[src/rtl/bit_serial_addsub_if.sv]
// Handshake/operand bundle for the bit-serial adder/subtractor.
// master: the requester driving start and operands; slave: the datapath.
// Result fields are produced by the slave and held until its next done pulse.
interface bit_serial_addsub_if #(
  parameter int WIDTH = 8
);
  logic             start;
  logic [WIDTH-1:0] a;
  logic [WIDTH-1:0] b;
  logic             ci;
  logic             sub;
  logic             busy;
  logic             done;
  logic [WIDTH-1:0] s;
  logic             co;
  logic             ovf;

  modport master (
    output start, a, b, ci, sub,
    input  busy, done, s, co, ovf
  );

  modport slave (
    input  start, a, b, ci, sub,
    output busy, done, s, co, ovf
  );
endinterface

[src/rtl/bit_serial_addsub.sv]
// Bit-serial add/sub: a single full-adder cell walks a WIDTH-bit operand pair LSB-first.
// Latency: WIDTH cycles from the start edge to done; back-to-back throughput one op per WIDTH+1 cycles.
// Backpressure: none; start is honoured only in IDLE/DONE and ignored while busy.
// Optional signed-overflow flag enabled by defining SERIAL_ADDSUB_OVF_EN (else ovf is tied 0).
module bit_serial_addsub #(
  parameter int WIDTH = 8
) (
  input  logic                clk,
  input  logic                rst_n,
  bit_serial_addsub_if.slave  bus
);

  localparam int CW = (WIDTH > 1) ? $clog2(WIDTH) : 1;
  localparam logic [CW-1:0] LAST = CW'(WIDTH - 1);

  typedef enum logic [1:0] {
    IDLE = 2'd0,
    RUN  = 2'd1,
    DONE = 2'd2
  } state_t;

  state_t           r_state;
  logic [WIDTH-1:0] r_a;
  logic [WIDTH-1:0] r_b;
  logic [WIDTH-2:0] r_res;     // sum bits produced so far, entering from the MSB side
  logic             r_carry;
  logic [CW-1:0]    r_cnt;
  logic             r_busy;
  logic             r_done;
  logic [WIDTH-1:0] r_s;
  logic             r_co;
`ifdef SERIAL_ADDSUB_OVF_EN
  logic             r_ovf;
`endif

  logic             w_sum;
  logic             w_cout;
  logic             w_load;
  logic             w_last;
  logic [WIDTH-1:0] w_res_next;

  // One full-adder cell fed by the LSBs of the operand shifters and the carry flop.
  assign w_sum      = r_a[0] ^ r_b[0] ^ r_carry;
  assign w_cout     = (r_a[0] & r_b[0]) | (r_carry & (r_a[0] ^ r_b[0]));
  // Result after this cycle's bit is inserted; on the final bit this is the full result.
  assign w_res_next = {w_sum, r_res};
  // Requests are accepted only when no operation is in flight.
  assign w_load     = bus.start && (r_state != RUN);
  assign w_last     = (r_cnt == LAST);

  assign bus.busy = r_busy;
  assign bus.done = r_done;
  assign bus.s    = r_s;
  assign bus.co   = r_co;
`ifdef SERIAL_ADDSUB_OVF_EN
  assign bus.ovf  = r_ovf;
`else
  assign bus.ovf  = 1'b0;
`endif

  // Control FSM plus serial datapath; busy/done and result flags are all registered here.
  always_ff @(posedge clk or negedge rst_n) begin
    if (!rst_n) begin
      r_state <= IDLE;
      r_a     <= '0;
      r_b     <= '0;
      r_res   <= '0;
      r_carry <= 1'b0;
      r_cnt   <= '0;
      r_busy  <= 1'b0;
      r_done  <= 1'b0;
      r_s     <= '0;
      r_co    <= 1'b0;
`ifdef SERIAL_ADDSUB_OVF_EN
      r_ovf   <= 1'b0;
`endif
    end else if (w_load) begin
      // Subtraction is a + ~b + ~ci, so invert B and the borrow at load time.
      r_state <= RUN;
      r_busy  <= 1'b1;
      r_done  <= 1'b0;
      r_a     <= bus.a;
      r_b     <= bus.sub ? ~bus.b : bus.b;
      r_carry <= bus.sub ? ~bus.ci : bus.ci;
      r_cnt   <= '0;
    end else begin
      case (r_state)
        RUN: begin
          r_a     <= r_a >> 1;
          r_b     <= r_b >> 1;
          r_carry <= w_cout;
          r_res   <= w_res_next[WIDTH-1:1];
          if (w_last) begin
            r_state <= DONE;
            r_busy  <= 1'b0;
            r_done  <= 1'b1;
            r_s     <= w_res_next;
            r_co    <= w_cout;
`ifdef SERIAL_ADDSUB_OVF_EN
            // r_carry is the carry into the MSB during the final bit.
            r_ovf   <= r_carry ^ w_cout;
`endif
          end else begin
            r_cnt <= r_cnt + CW'(1);
          end
        end
        DONE: begin
          r_state <= IDLE;
          r_done  <= 1'b0;
        end
        default: begin
          r_state <= IDLE;
          r_busy  <= 1'b0;
          r_done  <= 1'b0;
        end
      endcase
    end
  end

endmodule

[src/flat_wrapper.sv]
// flat-port wrapper written by rule: the top's interface ports become plain ports
module bit_serial_addsub_flat 
#(
  parameter int WIDTH = 8
)
  (clk, rst_n, bus_start, bus_a, bus_b, bus_ci, bus_sub, bus_busy, bus_done, bus_s, bus_co, bus_ovf);
  bit_serial_addsub_if #(.WIDTH(WIDTH)) bus_i ();
  input  logic clk;
  input  logic rst_n;
  input wire logic [$bits(bus_i.start)-1:0] bus_start;
  input wire logic [$bits(bus_i.a)-1:0] bus_a;
  input wire logic [$bits(bus_i.b)-1:0] bus_b;
  input wire logic [$bits(bus_i.ci)-1:0] bus_ci;
  input wire logic [$bits(bus_i.sub)-1:0] bus_sub;
  output wire logic [$bits(bus_i.busy)-1:0] bus_busy;
  output wire logic [$bits(bus_i.done)-1:0] bus_done;
  output wire logic [$bits(bus_i.s)-1:0] bus_s;
  output wire logic [$bits(bus_i.co)-1:0] bus_co;
  output wire logic [$bits(bus_i.ovf)-1:0] bus_ovf;
  assign bus_i.start = bus_start;
  assign bus_i.a = bus_a;
  assign bus_i.b = bus_b;
  assign bus_i.ci = bus_ci;
  assign bus_i.sub = bus_sub;
  assign bus_busy = bus_i.busy;
  assign bus_done = bus_i.done;
  assign bus_s = bus_i.s;
  assign bus_co = bus_i.co;
  assign bus_ovf = bus_i.ovf;
  bit_serial_addsub #(.WIDTH(WIDTH)) u_core (.clk(clk), .rst_n(rst_n), .bus(bus_i));
endmodule
[config.mk]
export PLATFORM = sky130hd
export DESIGN_NAME = bit_serial_addsub_flat
export DESIGN_NICKNAME = d
export VERILOG_FILES = /design/src/rtl/bit_serial_addsub_if.sv /design/src/rtl/bit_serial_addsub.sv /design/src/flat_wrapper.sv
export SDC_FILE = /design/constraint.sdc
export NUM_CORES = 1
export LEC_CHECK = 0
export CAP_MARGIN = 20
export CORE_MARGIN = 5
export CORE_UTILIZATION = 30
export DETAILED_ROUTE_END_ITERATION = 12
export SKIP_CTS_REPAIR_TIMING = 1
export SLEW_MARGIN = 20
export SYNTH_ARGS = -nofsm -noshare
export SYNTH_HDL_FRONTEND = slang
export SYNTH_SLANG_ARGS = --single-unit
[constraint.sdc]
create_clock -name clk -period 1.6 [get_ports clk]
set_input_delay 0.32 -clock clk [delete_from_list [all_inputs] [get_ports clk]]
set_output_delay 0.32 -clock clk [all_outputs]
set_load 0.02 [all_outputs]
==> impl_metrics.tcl <==
set metrics [dict create \
    hold_viol 0 \
    seqCellArea_um2 976 \
    hpwlAfterDp_um 2090 \
    dr.max_layer_used "met4" \
    synth_warnings 0 \
    dp_cells 240 \
    fillers 605 \
    area_growth_pct 27.0 \
    worstSetupPathType "register to output port" \
    path_cells "clkdlybuf4s50_1" \
    htree_levels 2 \
    grt_pass1_wl_um 5270 \
    power_density_mw_per_mm2 1620 \
    cts_tree "yes" \
    root_buffer "clkbuf_8" \
    final_nets 196 \
    synth_cell_types 25 \
    drive_gt1_share_pct 19.1 \
    cap_violations 0 \
    ir_worst_vdd_uv 496 \
    postSynthCellCount 138 \
    ant_nets 0 \
    rows 28 \
    crit_required_ns 1.28 \
    drt_wl_total_um 3000 \
    finalWorstSetupSlack_ns 0.0462 \
    die_x_um 86.8 \
    wl_per_cell_um 12.1 \
    grt_pass1_vias 1112 \
    viasPerCell 4.38 \
    slowest_stage "clkdlybuf4s50_1" \
    power_leakage_nw 1.12 \
    cts_buffers 5 \
    clk_path_buf_depth 2 \
    finalMaxSlewViolations 0 \
    io-pin-count 33 \
    startpoint_type "register" \
    timing.fmax_ghz 0.644 \
    crit_family "buffers and inverters" \
    holdCritPathClass "primary input to async pin" \
    clkLatencyLatePin_ns 0.29 \
    rsz0062_at_grt "no" \
    end_kind "output port" \
    vias 1087 \
    critPathMaxFanout 2 \
    core_area_mm2 0.00582 \
    grt_usage_pct 9.00 \
    diodes 0 \
    drt-met1-wl_um 1330 \
    reg2reg_setup_slack_ns 0.13 \
    status "complete, no violations" \
    synthesis.area_per_instance_um2 12.8 \
    ys_ff_latch 39 \
    gp_congestion 0.666 \
    die_height_um 86.8 \
    multi_input_area_um2 714 \
    io_buffers 31 \
    cts_sinks 39 \
    critical_path_arrival_ns 1.23 \
    synth-seq-area-share_pct 55.2 \
    overflow 0 \
    antenna_found_initial 0 \
    post-route-util_pct 38.6 \
    met2_length_um 1490 \
    first_iter_violations 59 \
    clkTransAtPathRegs_ns 0.07 \
    firstDrtPassIters 4 \
    start_util_pct 30.4 \
    dp_slack_ns 0.0519 \
    fin_crit_ns 1.55 \
    die_area_mm2 0.00753 \
    dr_wl_met3_um 128 \
    final_common_cell "dfrtp_1" \
    setup_violations 0 \
    synth_area_mm2 0.00177 \
    final_cell_mix "dfrtp_1, clkdlybuf4s50_1, mux2_2" \
    grt_max_degree 40 \
    fin_cells 248 \
    max_stage_delay_ns 0.60 \
    finalCritPeriodShare_pct 97.1 \
    drc 0 \
    synth_nets 162 \
    crit_buf_inv 1 \
    finClkSkew_ns 0.00656 \
]
## through the flow
step / setup TNS, ns / instance area (um^2) / total power, mW / hold WS [ns]
2_1_floorplan: 0 / 1770 / 2.62 / 0.0244
3_3_place_gp: 0 / 2150 / 3.05 / 0.408
3_5_place_dp: 0 / 2150 / 3.08 / 0.409
4_1_cts: -0.156 / 2230 / 3.72 / 0.0886
5_1_grt: 0 / 2250 / 3.94 / 0.114
6_report: 0 / 2250 / 3.64 / 0.0692
## routing by layer
metal	track usage (%)	up-vias
met3	2.76	5
met5	0	-
met4	3.82	0
li1	-	534
met2	14.0	17
met1	11.5	531
## cell families after synthesis
logic type	after synthesis	share of synthesized area, %
and+or+nand+nor	20	5.94
AOI/OAI and AO/OA	22	7.36
muxes	33	19.9
buffers and inverters	11	4.39
adders and majority gates	3	2.55
DFF	39	55.2
other	1	0.212
xor gates and xnor gates	9	4.46
## flip-flops by register name, summed over array words and instances, names as in the netlist
| signal | cells |
|---|---|
| u_core.bus.busy | 1 |
| u_core.bus.co | 1 |
| u_core.bus.done | 1 |
| u_core.bus.s | 8 |
| u_core.r_a | 8 |
| u_core.r_b | 8 |
| u_core.r_carry | 1 |
| u_core.r_cnt | 3 |
| u_core.r_res | 7 |
| u_core.r_state | 1 |
## Yosys cell counts
cell type  number  area share [%]
buf_6           2             1.3
nand3b_4        1             1.1
a21oi_1         1            0.28
dfrtp_1        39              55
buf_2           4             1.1
clkbuf_2        1            0.28
fa_1            1             1.1
inv_1           2            0.42
nor2_1          2            0.42
nor3b_1         1            0.42
a22o_1          2            0.99
buf_4           1            0.42
buf_8           1            0.85
nor2b_4         1            0.78
xor2_1          8             4.0
mux2_2         17              11
a211oi_1        1            0.42
o21ai_0        15             4.2
a22oi_1         1            0.42
xnor2_1         1            0.50
mux2i_1        16             9.1
o21ai_2         2            0.99
nand2_1        15             3.2
ha_1            2             1.4
conb_1          1            0.21
## final cells by class
cell class	count	area share (%)
flip-flops and latches	39	43.5
multi-input cells	88	31.8
repair buffers	36	16.6
well taps	75	4.18
clock buffers	7	3.40
inverters	2	0.334
clock inverters	1	0.223
## final timing paths
path,from,to,cells after the start
setup / recovery,u_core.bus.s[4],bus_s[4],1
max in group asynchronous,rst_n,u_core.r_b[7],2
hold reg to reg,u_core.r_b[7],u_core.r_b[6],2
hold / removal,rst_n,u_core.r_a[5],2
min in group clk,u_core.r_b[7],u_core.r_b[6],2
setup reg to reg,u_core.r_cnt[0],u_core.r_cnt[0],5
## power breakdown
part	switching (mW)	total [mW]	internal [mW]
registers	0.238	1.64	1.40
clock network	0.320	0.625	0.306
logic	0.634	1.37	0.741
total	1.19	3.64	2.45
Power figures use the tool's default switching activity.
